===== src/rtl/as_pack.sv =====
// Shared pipeline constants and types for the RV64I front end.
//   iaddr_width   : PC / instruction-memory address width
//   INSTR_W       : instruction word width
//   fetch_entry_t : one buffered fetch result {pc, pc+4, instr}
package as_pack;

    localparam int unsigned iaddr_width = 64;
    localparam int unsigned INSTR_W     = 32;

    typedef struct packed {
        logic [iaddr_width-1:0] pc;
        logic [iaddr_width-1:0] pc_4;
        logic [INSTR_W-1:0]     instr;
    } fetch_entry_t;

endpackage


===== src/rtl/as_adder.sv =====
// Plain modulo-2^WIDTH adder used for PC arithmetic.
//   a_i, b_i : operands
//   sum_o    : a_i + b_i, carry out discarded
module as_adder #(
    parameter int unsigned WIDTH = 64
) (
    input  logic [WIDTH-1:0] a_i,
    input  logic [WIDTH-1:0] b_i,
    output logic [WIDTH-1:0] sum_o
);

    assign sum_o = a_i + b_i;

endmodule


===== src/rtl/as_sync_fifo.sv =====
// Synchronous FIFO with flush and occupancy count.
//   clk_i       : clock
//   flush_i     : synchronous clear of pointers and count (storage kept)
//   push_i      : write push_data_i (accepted when not full, or when popping)
//   push_data_i : entry to write
//   pop_i       : advance head (ignored when empty)
//   head_o      : current head entry, stale when empty
//   count_o     : occupancy 0..DEPTH
//   empty_o     : no valid entries
module as_sync_fifo #(
    parameter type         entry_t = logic [7:0],
    parameter int unsigned DEPTH   = 4
) (
    input  logic                   clk_i,
    input  logic                   flush_i,
    input  logic                   push_i,
    input  entry_t                 push_data_i,
    input  logic                   pop_i,
    output entry_t                 head_o,
    output logic [$clog2(DEPTH):0] count_o,
    output logic                   empty_o
);

    localparam int unsigned AW = $clog2(DEPTH);

    entry_t          mem [DEPTH];
    logic [AW-1:0]   wr_ptr;
    logic [AW-1:0]   rd_ptr;
    logic [AW:0]     count;
    logic            full;
    logic            do_push;
    logic            do_pop;

    assign empty_o = (count == '0);
    assign full    = (count == (AW+1)'(DEPTH));
    assign do_pop  = pop_i & !empty_o;
    // A pop frees the slot in the same cycle, so push at full is fine then.
    assign do_push = push_i & (!full | do_pop);

    always_ff @(posedge clk_i) begin
        if (flush_i) begin
            wr_ptr <= '0;
            rd_ptr <= '0;
            count  <= '0;
        end else begin
            if (do_push) wr_ptr <= wr_ptr + AW'(1);
            if (do_pop)  rd_ptr <= rd_ptr + AW'(1);
            case ({do_push, do_pop})
                2'b10:   count <= count + (AW+1)'(1);
                2'b01:   count <= count - (AW+1)'(1);
                default: count <= count;
            endcase
        end
    end

    always_ff @(posedge clk_i) begin
        if (do_push && !flush_i) mem[wr_ptr] <= push_data_i;
    end

    assign head_o  = mem[rd_ptr];
    assign count_o = count;

endmodule


===== src/rtl/as_fetch_pf.sv =====
// Prefetching fetch stage: issues sequential requests to a 1-cycle-latency
// instruction memory, buffers {pc, pc+4, instr} in a DEPTH-entry FIFO and
// hands them to decode over valid/ready. Redirects flush everything.
//   clk_i, rst_i         : clock, synchronous active-high reset
//   redirect_i/_pc_i     : taken branch / jalr and its target
//   imem_req_o/_addr_o   : memory request and address (fetch PC)
//   imem_rdata_i         : data for last cycle's request
//   out_valid_o/ready_i  : decode handshake
//   out_pc_o/_pc_4_o     : head PC and return address
//   out_instr_o          : head instruction
//   count_o              : FIFO occupancy
module as_fetch_pf #(
    parameter int unsigned         IADDR_W  = as_pack::iaddr_width,
    parameter int unsigned         INSTR_W  = as_pack::INSTR_W,
    parameter int unsigned         DEPTH    = 4,
    parameter logic [IADDR_W-1:0]  RESET_PC = '0
) (
    input  logic                     clk_i,
    input  logic                     rst_i,
    input  logic                     redirect_i,
    input  logic [IADDR_W-1:0]       redirect_pc_i,
    output logic                     imem_req_o,
    output logic [IADDR_W-1:0]       imem_addr_o,
    input  logic [INSTR_W-1:0]       imem_rdata_i,
    output logic                     out_valid_o,
    input  logic                     out_ready_i,
    output logic [IADDR_W-1:0]       out_pc_o,
    output logic [IADDR_W-1:0]       out_pc_4_o,
    output logic [INSTR_W-1:0]       out_instr_o,
    output logic [$clog2(DEPTH):0]   count_o
);

    import as_pack::*;

    localparam int unsigned CW = $clog2(DEPTH) + 1;
    localparam int unsigned OW = CW + 1;

    logic [IADDR_W-1:0] fetch_pc;
    logic [IADDR_W-1:0] fetch_pc_4;
    logic [IADDR_W-1:0] req_pc;
    logic [IADDR_W-1:0] req_pc_4;
    logic               inflight;
    logic               flush;
    logic               pop;
    logic               push;
    logic               issue;
    logic [CW-1:0]      count;
    logic [OW-1:0]      occ;
    logic               fifo_empty;
    fetch_entry_t       push_entry;
    fetch_entry_t       head;

    // Reset acts as a redirect to RESET_PC for as long as it is held.
    assign flush = rst_i | redirect_i;
    assign pop   = out_valid_o & out_ready_i;

    // Slots committed = buffered + in flight, minus what decode takes now.
    // The ready->req combinational path lets DEPTH=2 sustain full rate.
    always_comb begin
        occ = OW'(count) + OW'(inflight) - OW'(pop);
    end

    assign issue       = !flush & (occ < OW'(DEPTH));
    assign imem_req_o  = issue;
    assign imem_addr_o = fetch_pc;

    as_adder #(.WIDTH(IADDR_W)) u_fetch_inc (
        .a_i   (fetch_pc),
        .b_i   (IADDR_W'(4)),
        .sum_o (fetch_pc_4)
    );

    as_adder #(.WIDTH(IADDR_W)) u_ret_inc (
        .a_i   (req_pc),
        .b_i   (IADDR_W'(4)),
        .sum_o (req_pc_4)
    );

    always_ff @(posedge clk_i) begin
        if (rst_i) begin
            fetch_pc <= RESET_PC;
            inflight <= 1'b0;
        end else if (redirect_i) begin
            fetch_pc <= redirect_pc_i;
            inflight <= 1'b0;
        end else begin
            inflight <= issue;
            if (issue) begin
                req_pc   <= fetch_pc;
                fetch_pc <= fetch_pc_4;
            end
        end
    end

    // The response landing in a flush cycle belongs to the dead stream.
    assign push = inflight & !flush;

    always_comb begin
        push_entry       = '0;
        push_entry.pc    = req_pc;
        push_entry.pc_4  = req_pc_4;
        push_entry.instr = imem_rdata_i;
    end

    as_sync_fifo #(
        .entry_t (fetch_entry_t),
        .DEPTH   (DEPTH)
    ) u_fifo (
        .clk_i       (clk_i),
        .flush_i     (flush),
        .push_i      (push),
        .push_data_i (push_entry),
        .pop_i       (pop),
        .head_o      (head),
        .count_o     (count),
        .empty_o     (fifo_empty)
    );

    assign out_valid_o = !fifo_empty;
    assign out_pc_o    = head.pc;
    assign out_pc_4_o  = head.pc_4;
    assign out_instr_o = head.instr;
    assign count_o     = count;

endmodule


===== config.mk =====
export PLATFORM = sky130hd
export DESIGN_NAME = as_fetch_pf
export DESIGN_NICKNAME = d
export VERILOG_FILES = /design/src/rtl/as_pack.sv /design/src/rtl/as_adder.sv /design/src/rtl/as_sync_fifo.sv /design/src/rtl/as_fetch_pf.sv
export SDC_FILE = /design/constraint.sdc
export NUM_CORES = 1
export LEC_CHECK = 0
export ABC_AREA = 1
export BUFFER_PORTS_ARGS = -buffer_cell sky130_fd_sc_hd__buf_2
export CORE_ASPECT_RATIO = 1.25
export CORE_UTILIZATION = 40
export CTS_CLUSTER_SIZE = 40
export DETAILED_ROUTE_END_ITERATION = 10
export SYNTH_ARGS = -nofsm -noshare
export SYNTH_HDL_FRONTEND = slang
export SYNTH_SLANG_ARGS = --single-unit

===== constraint.sdc =====
create_clock -name clk_i -period 25.3 [get_ports clk_i]
set_clock_uncertainty 0.05 [all_clocks]
set_input_delay 1.265 -clock clk_i [delete_from_list [all_inputs] [get_ports clk_i]]
set_output_delay 1.265 -clock clk_i [all_outputs]
set_load 0.02 [all_outputs]

==> metrics.md <==
| Metric | Value |
|---|---|
| Startpoint types | register |
| CTS resizes | 0 |
| Power, Total | 2.75 mW |
| GP Congestion | 0.946 |
| Fin util | 0.470 |
| Synth Warn # | 0 |
| Crit Path Class | reg -> out |
| Pin count of the biggest net entering global routing | 249 |
| Fin crit period | 5.01 ns |
| Initial antenna violation count | 0 |
| Post-CTS setup buffers | 0 |
| RSZ-0062 raised after global routing | no |
| Combinational Power Share | 0.048 |
| DP HPWL | 59800 µm |
| Residual DRC | 0 |
| Post-synth EDFFs | 696 |
| Int Pwr | 2.13 mW |
| Cells after Synth | 2924 |
| Setup violations, final | 0 |
| CTS max path bufs | 3 |
| Period utilisation layout | 0.198 |
| Hold Fails Final Rpt | 0 |
| # H-tree levels | 3 |
| Top-area cell type share of the netlist area | 0.641 |
| Post-place instance area | 35200 µm² |
| Clock slew at reported path FFs | 0.06 ns |
| Remaining global-route overflow | 0 |
| Setup TNS | 0 ns |
| Slew HR | 0.247 |
| Global-route wire length before repair | 136000 µm |
| Max incr delay on CP | 0.91 ns |
| Status | finished, final reports clean |
| WL final | 92000 µm |
| Crit-path max FO | 136 |
| Crit-path slowest cell | buf_4 |
| Power Dens Cells | 72.7 nW/µm² |
| Hold Path Class | reg -> reg |
| Detailed-route via count | 22800 |
| CP Cell Sequence | inv_8 -> buf_4 -> o21ai_0 -> o22ai_1 -> buf_2 |
| Number of port buffers | 328 |
| Hold buffer count at CTS | 0 |
| CP Capture Type | output pin |
| Top cells by area, synth | edfxtp_1, nor2_1, o21ai_0 |
| Synth Flop Type | edfxtp_1 |
| Die ar. | 82600 µm² |
| WHS | 0.427 ns |
| Post-route cell area | 37800 µm² |
| Vias per cell | 5.26 |
| Worst vdd ir | 0.0000415 V |
| Die H | 321 µm |
| Leakage power | 13.6 nW |
| Mapped Nets | 3034 |
| Yosys cell types | 48 |
| Data required time of the worst path | 23.98 ns |
| Layout fillers | 7457 |
| Proportion of layout cells with a drive suffix above 1 | 0.165 |
| Post-synthesis sequential area ratio | 0.687 |
| Clock sink count | 770 |
| Site Rows | 116 |
| Skew-Pair Late Insertion Delay | 0.64 ns |
| Syn_area_per_cell | 11.1 µm² |
| Sequential power share | 0.528 |
| CTS buffer count | 79 |
| DP Cell Count | 4202 |
| Sw Share | 0.225 |
| Worst-Margin Slew | 1.13 ns |
| Synth-to-layout area growth | 16.0% |
| Wirelength per Cell | 21.2 µm |
| Max-slew violation count | 0 |
| CP delay by family, top | buffers and inverters |
| # nets final | 3331 |
| Final ANT Viol Nets | 0 |
| Final Non-Filler Cells | 4343 |
| Pre-CTS setup slack | 20.58 ns |
| CTS tree | built |
| Vias in the first global route | 21800 |
| Synth area leader | edfxtp_1 |
| GR Util All Layers | 0.219 |
| Max_cap viols | 0 |
| Sequential cell area | 22400 µm² |
| Crit path DAT | 3.70 ns |
| Worst path bufs/invs | 3 |
| Switching power | 0.618 mW |
| Asr flop ratio synth | 0 |
| Initial DRC count | 1828 |
| Clock share of power | 0.424 |
| Antenna Cells | 0 |
| Top Ports | 329 |
| Die W | 257 µm |
| Max frequency | 200 MHz |
| DRT Pass-1 Iters | 5 |
| FF+latch count, synth | 770 |
| Area of the multi-input gates | 9010 µm² |
| CTS Root Cell | clkbuf_16 |
| Initial Util | 0.405 |
| Final setup margin | 20.29 ns |
| Placeable Area | 80400 µm² |
| Synthesized cell area | 32600 µm² |
layer usage:
| layer | global-route usage | part of all wire | up-vias | wire length [µm] |
|---|---|---|---|---|
| li1 | - | - | 10900 | - |
| met1 | 0.284 | 0.42 | 11100 | 38900 |
| met2 | 0.365 | 0.49 | 696 | 44800 |
| met3 | 0.0370 | 0.058 | 143 | 5320 |
| met4 | 0.0872 | 0.033 | 0 | 3060 |
| met5 | 0 | 0 | - | 0 |
worst min-delay path, delay by kind of cell (launching register included):
family / cells / cell delay [ns]
buf+inv: 1 / 0.06
compound gates: 1 / 0.08
flops: 1 / 0.30
power by group through the flow:
stage          Clock, mW  Sequential, mW  Combinational [mW]
2_1_floorplan          0            1.47              0.0742
3_3_place_gp           0            1.48               0.130
3_5_place_dp           0            1.48               0.132
4_1_cts             1.19            1.45               0.132
5_1_grt             1.24            1.45               0.143
6_report            1.16            1.45               0.131
state kept, by name, summed over array words and instances, names as in the netlist, named ones only:
signal / cells
inflight: 1
u_fifo.count_o: 3
u_fifo.rd_ptr: 2
req_pc: 64
imem_addr_o: 64
u_fifo.wr_ptr: 2
u_fifo.mem: 632
layout by cell type, fill, tap and decap left out, drive strengths merged:
master,instances
a31oi,2
dfxtp,74
edfxtp,696
nand4,35
nand3b,1
nand3,149
o21ai,345
ha,9
nor2,552
buf,350
a211oi,1
nand2,422
mux2,1
a21boi,3
and3,1
a21oi,42
inv,179
nor3,23
nor4,5
clkbuf,93
clkinv,29
or2,3
xnor2,33
bufinv,9
o21bai,9
fa,1
clkinvlp,5
and2,2
o22ai,158
xor2,49
cell type report:
type,instances,share of cell area
clock buffers,93,0.0543
flip-flops and latches,770,0.593
inverters,174,0.0177
clock inverters,48,0.0137
well taps,1062,0.0352
repair buffers,350,0.0482
multi-input cells,1846,0.238
Yosys cell counts (13+ instances only):
library cell	number
xnor2_1	33
nand2_2	13
dfxtp_1	74
nor3_1	21
xor2_1	49
o21ai_0	333
nor2_2	21
nand3_1	145
nand2_1	405
o22ai_1	158
inv_1	163
edfxtp_1	696
nor2_1	522
a21oi_1	40
clkbuf_1	110
nand4_1	35
worst paths after layout:
path	startpoint	endpoint	slack, ns	depth (start not counted)
worst max register to register	u_fifo.count_o[2]	imem_addr_o[46]	21.58	17
worst max-delay path	register	out_pc_o[61]	20.29	5
worst min-delay path	u_fifo.rd_ptr[1]	register	0.43	2
worst min register to register	u_fifo.rd_ptr[1]	register	0.43	2
kinds of logic (layout without fill, tap and decap cells):
kind of cell,after synthesis,count (layout),share of synthesized area
AOI/OAI and AO/OA,560,560,0.0939
xor gates and xnor gates,82,82,0.0220
adders and majority gates,10,10,0.00407
buffers and inverters,308,665,0.0375
DFF,770,770,0.687
muxes,1,1,0.000346
and+or+nand+nor,1193,1193,0.155
(Power assumes the default switching activity.)
